<file path="config.mk">
export PLATFORM = sky130hd
export DESIGN_NAME = hazard_ctrl_unit
export DESIGN_NICKNAME = d
export VERILOG_FILES = /design/src/rtl/hazard_pkg.sv /design/src/rtl/sat_counter.sv /design/src/rtl/hazard_ctrl_unit.sv
export SDC_FILE = /design/constraint.sdc
export NUM_CORES = 1
export LEC_CHECK = 0
export CAP_MARGIN = 20
export CORE_ASPECT_RATIO = 0.9
export CORE_MARGIN = 3
export CORE_UTILIZATION = 47
export CTS_CLUSTER_DIAMETER = 200
export CTS_CLUSTER_SIZE = 24
export DETAILED_ROUTE_END_ITERATION = 7
export GPL_ROUTABILITY_DRIVEN = 0
export PLACE_DENSITY_LB_ADDON = 0.2
export SKIP_LAST_GASP = 1
export SLEW_MARGIN = 20
export SYNTH_ARGS = -nofsm -noshare
export SYNTH_HDL_FRONTEND = slang
export SYNTH_SLANG_ARGS = --single-unit
</file>
<file path="constraint.sdc">
create_clock -name clk -period 2.95 [get_ports clk]
set_input_delay 0.295 -clock clk [delete_from_list [all_inputs] [get_ports clk]]
set_output_delay 0.295 -clock clk [all_outputs]
set_load 0.01 [all_outputs]
</file>
<file path="src/rtl/hazard_pkg.sv">
// Shared types for the hazard/forwarding controller.
//   fwd_sel_e  : EX-stage operand source select encoding
//   slot_t     : one shadow-pipeline slot (destination and source register info)
//   REG_ZERO   : architectural x0, which never produces or consumes a hazard
//   slot_writes: true when a slot will architecturally write a non-x0 register
//   fwd_src    : picks the youngest in-flight producer for one EX operand
package hazard_pkg;

    localparam int unsigned SLOT_AW = 5;

    localparam logic [SLOT_AW-1:0] REG_ZERO = '0;

    typedef enum logic [1:0] {
        FWD_NONE = 2'b00,
        FWD_MEM  = 2'b01,
        FWD_WB   = 2'b10
    } fwd_sel_e;

    typedef struct packed {
        logic               valid;
        logic [SLOT_AW-1:0] rd;
        logic               reg_write;
        logic               mem_read;
        logic [SLOT_AW-1:0] rs1;
        logic [SLOT_AW-1:0] rs2;
        logic               use_rs1;
        logic               use_rs2;
    } slot_t;

    function automatic logic slot_writes(input slot_t s);
        return s.valid & s.reg_write & (s.rd != REG_ZERO);
    endfunction

    // MEM wins over WB because it holds the younger producer. A load in MEM
    // has no data yet, so it never forwards from there.
    function automatic fwd_sel_e fwd_src(input slot_t mem_s, input slot_t wb_s,
                                         input logic [SLOT_AW-1:0] rs);
        if (slot_writes(mem_s) && !mem_s.mem_read && (mem_s.rd == rs))
            return FWD_MEM;
        else if (slot_writes(wb_s) && (wb_s.rd == rs))
            return FWD_WB;
        else
            return FWD_NONE;
    endfunction

endpackage

</file>
<file path="src/rtl/sat_counter.sv">
// Saturating up-counter with asynchronous active-high reset.
//   i_clk   : clock
//   i_rst   : asynchronous reset, clears the count
//   i_inc   : increment enable for this cycle
//   o_count : current count, holds at all-ones instead of wrapping
module sat_counter #(
    parameter int unsigned W = 32
) (
    input  logic         i_clk,
    input  logic         i_rst,
    input  logic         i_inc,
    output logic [W-1:0] o_count
);

    logic [W-1:0] r_count;

    always_ff @(posedge i_clk or posedge i_rst) begin
        if (i_rst)
            r_count <= '0;
        else if (i_inc && (r_count != '1))
            r_count <= r_count + 1'b1;
    end

    assign o_count = r_count;

endmodule

</file>
<file path="src/rtl/hazard_ctrl_unit.sv">
// Hazard and forwarding controller for the 5-stage RV32I pipeline.
// Keeps a shadow EX/MEM/WB pipeline of register-usage info that advances in
// lockstep with the datapath pipeline registers.
//   clk, rst                 : clock, asynchronous active-high reset
//   id_*                     : decoded fields of the instruction currently in ID
//   ex_mispredict            : branch/jump mispredict resolved in EX
//   mux_Sel_RAW_ID_rs1/rs2   : ID operand takes WB write data
//   ex_fwd_sel_rs1/rs2       : EX operand source (00 ID/EX, 01 MEM, 10 WB)
//   stall_if, stall_id       : load-use stall (hold PC, IF/ID, ID; bubble ID/EX)
//   flush_if_id, flush_id_ex : mispredict squash
//   stall_count, flush_count : saturating event counters
// REG_AW must equal hazard_pkg::SLOT_AW, which sizes the slot fields.
module hazard_ctrl_unit
    import hazard_pkg::*;
#(
    parameter int unsigned REG_AW = 5,
    parameter int unsigned CNT_W  = 32
) (
    input  logic              clk,
    input  logic              rst,
    input  logic              id_valid,
    input  logic [REG_AW-1:0] id_rs1,
    input  logic [REG_AW-1:0] id_rs2,
    input  logic              id_use_rs1,
    input  logic              id_use_rs2,
    input  logic [REG_AW-1:0] id_rd,
    input  logic              id_reg_write,
    input  logic              id_mem_read,
    input  logic              ex_mispredict,
    output logic              mux_Sel_RAW_ID_rs1,
    output logic              mux_Sel_RAW_ID_rs2,
    output logic [1:0]        ex_fwd_sel_rs1,
    output logic [1:0]        ex_fwd_sel_rs2,
    output logic              stall_if,
    output logic              stall_id,
    output logic              flush_if_id,
    output logic              flush_id_ex,
    output logic [CNT_W-1:0]  stall_count,
    output logic [CNT_W-1:0]  flush_count
);

    slot_t    r_ex, r_mem, r_wb;
    slot_t    w_id_slot;
    logic     w_load_use;
    logic     w_stall;
    fwd_sel_e w_fwd_rs1, w_fwd_rs2;

    always_comb begin
        w_id_slot = '{valid:     id_valid,
                      rd:        id_rd,
                      reg_write: id_reg_write,
                      mem_read:  id_mem_read,
                      rs1:       id_rs1,
                      rs2:       id_rs2,
                      use_rs1:   id_use_rs1,
                      use_rs2:   id_use_rs2};
    end

    assign w_load_use = id_valid & r_ex.mem_read & slot_writes(r_ex) &
                        ((id_use_rs1 & (r_ex.rd == id_rs1)) |
                         (id_use_rs2 & (r_ex.rd == id_rs2)));

    // A mispredict squashes the dependent instruction anyway, so it overrides
    // the stall rather than letting both fire.
    assign w_stall     = w_load_use & ~ex_mispredict;
    assign stall_if    = w_stall;
    assign stall_id    = w_stall;
    assign flush_if_id = ex_mispredict;
    assign flush_id_ex = ex_mispredict;

    assign mux_Sel_RAW_ID_rs1 = slot_writes(r_wb) & (r_wb.rd == id_rs1) & id_use_rs1;
    assign mux_Sel_RAW_ID_rs2 = slot_writes(r_wb) & (r_wb.rd == id_rs2) & id_use_rs2;

    always_comb begin
        w_fwd_rs1 = FWD_NONE;
        w_fwd_rs2 = FWD_NONE;
        if (r_ex.valid && r_ex.use_rs1)
            w_fwd_rs1 = fwd_src(r_mem, r_wb, r_ex.rs1);
        if (r_ex.valid && r_ex.use_rs2)
            w_fwd_rs2 = fwd_src(r_mem, r_wb, r_ex.rs2);
    end

    assign ex_fwd_sel_rs1 = w_fwd_rs1;
    assign ex_fwd_sel_rs2 = w_fwd_rs2;

    always_ff @(posedge clk or posedge rst) begin
        if (rst) begin
            r_ex  <= '0;
            r_mem <= '0;
            r_wb  <= '0;
        end else begin
            r_wb  <= r_mem;
            r_mem <= r_ex;
            r_ex  <= (w_load_use || ex_mispredict) ? '0 : w_id_slot;
        end
    end

    sat_counter #(.W(CNT_W)) u_stall_cnt (
        .i_clk   (clk),
        .i_rst   (rst),
        .i_inc   (w_stall),
        .o_count (stall_count)
    );

    sat_counter #(.W(CNT_W)) u_flush_cnt (
        .i_clk   (clk),
        .i_rst   (rst),
        .i_inc   (ex_mispredict),
        .o_count (flush_count)
    );

endmodule

</file>
==> impl_metrics.csv <==
group,metric,value,unit
logic_synthesis,async_reset_ff_share,100,%
layout,antenna_cells,0,
layout,area_growth_syn_to_layout,27.4,%
setup_path,critical-path-top-delay-family,"simple AND/OR/NAND/NOR gates",
setup_path,cp-start-kind,"flip-flop",
detailed_routing,drc,0,
grt,overflow,0,
detailed_routing,met1Wirelength,4770,um
detailed_routing,dr.pass1.iters,4,
grt,grtUsageTotal,19.2,%
layout,mostFrequentLayoutCells,"99 x dfrtp_1, 96 x clkdlybuf4s50_1, 51 x xnor2_1",
sta,rsz0062_at_grt,"false",
setup_path,cpMaxStageDelayCell,"or4_1",
clock_network,numClockSinks,99,
flow_run,max-cap-violations,0,
grt,grt_max_degree,58,
setup_path,cp.arrival,2.45,ns
logic_synthesis,ys_ff_latch,99,
setup_path,cp.depth,4,
floorplanning,rows,34,
setup_path,crit_fanout,5,
logic_synthesis,ys_seq_area_share,51.3,%
floorplanning,coreArea,9830,um^2
layout,multi_input_area,2210,um^2
logic_synthesis,synth_flop_cell,"dfrtp_1",
sta,setup_slack,0.208,ns
setup_path,crit_buf_inv,1,
floorplanning,pin_count,97,
detailed_routing,drt-vias-per-instance,5.29,
placement,pre_cts_slack,0.391,ns
setup_path,worstSetupEndpointType,"output port",
floorplanning,fp.dieH,102,um
clock_network,cts_root_buf,"clkbuf_16",
logic_synthesis,netlist_instances,433,
layout,regArea,2480,um^2
placement,dp_hpwl,7670,um
grt,grt_pass1_wl,17500,um
setup_path,cp.required,2.65,ns
floorplanning,initial_core_util,49.1,%
sta,clock_skew,0.00898,ns
layout,nets,550,
layout,drive_above_1_share,8.87,%
sta,tns,0,ns
logic_synthesis,netlist_area,4830,um^2
detailed_routing,vias,3467,
clock_network,cts_buffer_depth,2,
detailed_routing,top_layer_used,"met4",
clock_network,postCtsHoldBufs,0,
layout,num-fill-cells,840,
setup_path,rr_worst_depth,7,
detailed_routing,drtIter0Drc,114,
sta,clock.fmax,0.365,GHz
grt,grt_antenna_before_repair,0,
clock_network,ctsResizeCount,0,
layout,layout_commonest_cell,"dfrtp_1",
sta,setup_viol,0,
detailed_routing,routed-wl-met3,732,um
detailed_routing,wl,10500,um
sta,whs,0.352,ns
clock_network,cts_tree,"built",
clock_network,htreeDepth,3,
min_path,holdCritPathClass,"in2async",
placement,io_buffers,96,
setup_path,path_cells,"or4_1 -> o211ai_1 -> nor3_1 -> clkdlybuf4s50_1",
logic_synthesis,syn_nets,458,
clock_network,numCtsBuffers,9,
power_and_ir_drop,total_power,0.00296,W
layout,utilization,62.6,%
clock_network,postCtsSetupRepairBufs,0,
logic_synthesis,synth_edf_count,0,
floorplanning,die_w,113,um
sta,tightest_slew,0.688,ns
logic_synthesis,synth.avg_cell_area,11.1,um^2
clock_network,path_clk_slew,0.07,ns
detailed_routing,wire_per_inst,16.0,um
power_and_ir_drop,p_leak,2.72,nW
clock_network,clock_latency,0.34,ns
grt,grt_pass1_vias,3496,
detailed_routing,ant_nets,0,
outcome,status,"completed",
setup_path,slowest_delay,0.54,ns
sta,finalMaxSlewViolations,0,
sta,timing_hold_violations_final,0,
sta,min_period_over_period,93.0,%
power_and_ir_drop,power_density,482,nW/um^2
detailed_routing,wl_met2,4890,um
setup_path,path_class,"reg2out",
floorplanning,dieArea,11500,um^2
logic_synthesis,ys_types,41,
sta,fin_crit,2.74,ns
power_and_ir_drop,peakVddDrop,0.000330,V
sta,relSlewSlack,54.1,%
logic_synthesis,ys_warn_count,0,
## cell usage after synthesis, types with 2 or more instances
master,number,area [um^2]
buf_6,4,45.0
and2_1,24,150
dfrtp_1,99,2480
nand4_2,2,25.0
buf_4,4,30.0
nor4_1,2,12.5
xor2_1,50,438
nor4_2,15,188
nand2_1,40,150
nand4_1,22,138
nand3_1,19,95.1
ha_1,2,25.0
nor2_1,21,78.8
xnor2_1,51,447
nor3_1,23,115
inv_1,8,30.0
or4_1,2,15.0
nor4b_2,2,30.0
clkbuf_1,7,26.3
and4_1,7,61.3
and3_1,6,37.5
a21oi_1,4,20.0
## stage by stage
stage / cell area [um^2] / instances
6_report: 6150 / 656
3_3_place_gp: 5860 / 640
5_1_grt: 6150 / 656
4_1_cts: 6150 / 656
3_5_place_dp: 5860 / 640
2_1_floorplan: 4830 / 433
## per-layer routing
layer  GRT usage [%]  up-vias
li1                -     1667
met5               0        -
met2            29.7       85
met1            26.0     1704
met3            6.45       11
met4            5.36        0
## final cells by class
cell class              count  area share, %
multi-input cells         309           36.0
flip-flops and latches     99           40.3
clock buffers              13           4.23
inverters                   8          0.529
repair buffers             98           16.1
well taps                 126           2.56
clock inverters             3          0.366
## logic make-up (layout without fill, tap and decap cells)
| logic type | Yosys count | in the layout | share of synthesized area, % |
|---|---|---|---|
| adders and majority gates | 2 | 2 | 0.518 |
| xor gates and xnor gates | 101 | 101 | 18.3 |
| AOI/OAI and AO/OA | 9 | 9 | 1.37 |
| muxes | 1 | 1 | 0.233 |
| buffers and inverters | 25 | 122 | 2.93 |
| DFF | 99 | 99 | 51.3 |
| and+or+nand+nor | 196 | 196 | 25.3 |
## power breakdown
part / internal [W] / switching (W)
combinational: 0.000185 / 0.000147
clock: 0.000619 / 0.000498
sequential: 0.00142 / 0.0000912
## worst paths after layout
| check | endpoint | slack, ns | start |
|---|---|---|---|
| hold reg to reg | r_wb[19] | 0.38 | r_mem[19] |
| max in group asynchronous | r_ex[10] | 1.92 | rst |
| setup reg to reg | u_stall_cnt.o_count[22] | 0.78 | r_ex[18] |
| hold / removal | u_stall_cnt.o_count[10] | 0.35 | rst |
| setup / recovery | ex_fwd_sel_rs1[1] | 0.21 | r_wb[16] |
| min in group clk | r_wb[19] | 0.38 | r_mem[19] |
## flip-flops by register name, summed over array words and instances, names as in the netlist
name and cells:
r_wb 7, u_stall_cnt.o_count 32, r_ex 20, u_flush_cnt.o_count 32, r_mem 8
## worst reg2reg max path, delay by kind of cell, from the launching register on
| kind | cells | cell delay [ns] |
|---|---|---|
| XOR/XNOR | 2 | 0.39 |
| flip-flops | 1 | 0.46 |
| AO/OA/AOI/OAI | 1 | 0.29 |
| AND/OR/NAND/NOR | 3 | 0.67 |
| buffers and inverters | 1 | 0.29 |
Power figures use the tool's default switching activity.
==> RTL change, RTL diff (same settings) <==
Make the reset (`i_rst` and `rst`) synchronous in 2 clocked blocks. Comments in the files are not updated.
--- a/src/rtl/sat_counter.sv
+++ b/src/rtl/sat_counter.sv
@@ -14,7 +14,7 @@
 
     logic [W-1:0] r_count;
 
-    always_ff @(posedge i_clk or posedge i_rst) begin
+    always_ff @(posedge i_clk) begin
         if (i_rst)
             r_count <= '0;
         else if (i_inc && (r_count != '1))
--- a/src/rtl/hazard_ctrl_unit.sv
+++ b/src/rtl/hazard_ctrl_unit.sv
@@ -83,7 +83,7 @@
     assign ex_fwd_sel_rs1 = w_fwd_rs1;
     assign ex_fwd_sel_rs2 = w_fwd_rs2;
 
-    always_ff @(posedge clk or posedge rst) begin
+    always_ff @(posedge clk) begin
         if (rst) begin
             r_ex  <= '0;
             r_mem <= '0;
Behaviour: differs if rst is asserted again (counterexample within 4 cycles, from zero or initial values and one cycle with rst high); with rst held inactive, the same outputs for 10 cycles.
==> RTL change against the original RTL <==
  * Count of clock-buffer cells in the layout down 2
  * Register-to-register slack worse by 0.24 ns
  * Routed wire length increased by 4.2%
  * Worst setup slack improved by 0.045 ns
  * Clock skew is 0.0010 ns lower
  * Final area fell by 4.3%
  * Sequential share of layout area down 6.6 points
  * Sequential cell count stayed put
  * Non-clock buffer count increased by 4
  * Area after synthesis shrank 4.3%
  * Via count is 16% higher
Power is not compared: it rests on default switching activity, and its combinational part moved more than twofold at a synthesized area within 25%.
==> RTL change: results (changes against the original RTL) <==
status=finished, final reports clean; post-CTS setup buffers=0 (unchanged); Root Driver=clkbuf_8; DRT Pass-1 Iters=4 (unchanged); R2R setup slack=0.54 ns (-0.24 ns); routed wire length=11.0 mm (+4.2%); metal2 WL=5.17 mm (+5.9%); number of global-route vias before repair=3,799 (+8.7%); top post-synthesis cells by area=dfxtp_1 43%, xnor2_1 7.0%, xor2_1 6.6%; delay-heaviest family, CP=simple AND/OR/NAND/NOR gates; H-tree Lvls=3 (unchanged); commonest cells in the netlist=99 x dfxtp_1, 46 x nor2_1, 37 x xnor2_1; highest metal used=met4; Clock Latency Late Sink=0.36 ns (+0.02 ns); first-pass GRT wire length=18.8 mm (+7.7%); Lkg Pwr=2.04 nW; hpwl dp=7.93 mm (+3.4%); Final nets=636 (+16%); Worst path max stage delay=0.54 ns (about the same); Top FF cell, synth=dfxtp_1; ant diodes=0 (unchanged); ys async rst share=0% (-100 points); Buffers on Ports=96 (unchanged); post-synth cell types=45 (+9.8%); metal3 WL=572 um (-22%); register area share after synthesis=42.9% (-8.4 points); Syn Nets=548 (+20%); Max Root-Sink Buffers=2 (unchanged); GR Util All Layers=20.5% (+1.3 points); Starting DRT DRC Count=194 (+70%); clock skew=0.00794 ns (-0.00104 ns); pin count of the biggest net entering global routing=52 (-10%); Clock Pin Slew Worst Setup and Hold Paths=0.09 ns (+0.02 ns); cts bufs inserted=9 (unchanged); CP max stage cell=or4_1; # fillers=830 (-1.2%); peak supply drop=about 0.24 mV; yosys warns=0 (unchanged); share of cells above drive strength 1=5.84% (-3.0 points); initial antenna violation count=0 (unchanged); Worst Hold Class=reg -> reg; Slew @ Worst Pin=0.918 ns (+0.230 ns); routed vias/inst=5.45 (+3.1%); Resize count post-CTS=0 (unchanged); worst-path fanout max=5 (unchanged); placed cell areas=5650 um2 (-3.6%); wl on met1=5.10 mm (+7.0%); WP data arrival=2.40 ns (-0.05 ns)
[RTL change: logic make-up (layout without fill, tap and decap cells)]
family / after synthesis / in the layout / share of synthesized area (%)
adder cells (fa/ha/maj): 2 / 2 / 0.542
buffers and inverters: 31 / 124 / 3.04
XOR/XNOR: 72 / 72 / 13.7
AND/OR/NAND/NOR: 251 / 251 / 30.8
flip-flops: 99 / 99 / 42.9
AO/OA/AOI/OAI: 66 / 66 / 8.62
multiplexers: 2 / 2 / 0.434
[RTL change: worst register-to-register path, stage by stage (launching register included)]
cell,delay (ns)
dfxtp_1,0.37
ha_1,0.24
and3_1,0.27
and3_1,0.19
nand3_1,0.19
nand3_4,0.32
or4_1,0.59
a21oi_1,0.15
[RTL change: path summary, 6_finish.rpt]
path | startpoint | end | cells after the start
hold / removal | r_ex[12] | r_mem[12] | 1
setup / recovery | r_wb[16] | mux_Sel_RAW_ID_rs2 | 4
hold reg to reg | r_ex[12] | r_mem[12] | 1
setup reg to reg | u_stall_cnt.o_count[0] | u_stall_cnt.o_count[29] | 7
[RTL change: through the flow]
stage	utilization [%]	cells	setup slack (ns)	hold WS [ns]
2_1_floorplan	-	523	0.910	0.417
3_3_place_gp	60.6	722	0.353	0.452
3_5_place_dp	60.6	722	0.293	0.461
4_1_cts	63.1	738	0.197	0.465
5_1_grt	63.1	738	0.0650	0.475
6_report	63.1	738	0.252	0.476
[RTL change: final cells by class]
cell class	instances	area, um2	area share (%)
Sequential cell	99	1980	33.7
Clock inverter	5	82.6	1.40
Inverter	6	22.5	0.383
Multi-Input combinational cell	393	2490	42.4
Clock buffer	11	151	2.57
Timing Repair Buffer	102	1000	17.0
Tap cell	122	153	2.59
[RTL change: layer usage]
layer  vias up  global-route usage [%]
met5         -                       0
met4         0                    5.59
met3        12                    4.94
met2        96                    32.8
met1      1892                    27.9
li1       2021                       -
[RTL change: power breakdown]
group | total [W] | internal (W) | switching, W
sequential | 0.00138 | 0.00135 | 0.0000215
clock | 0.000998 | 0.000529 | 0.000470
combinational | 0.000137 | 0.0000731 | 0.0000635
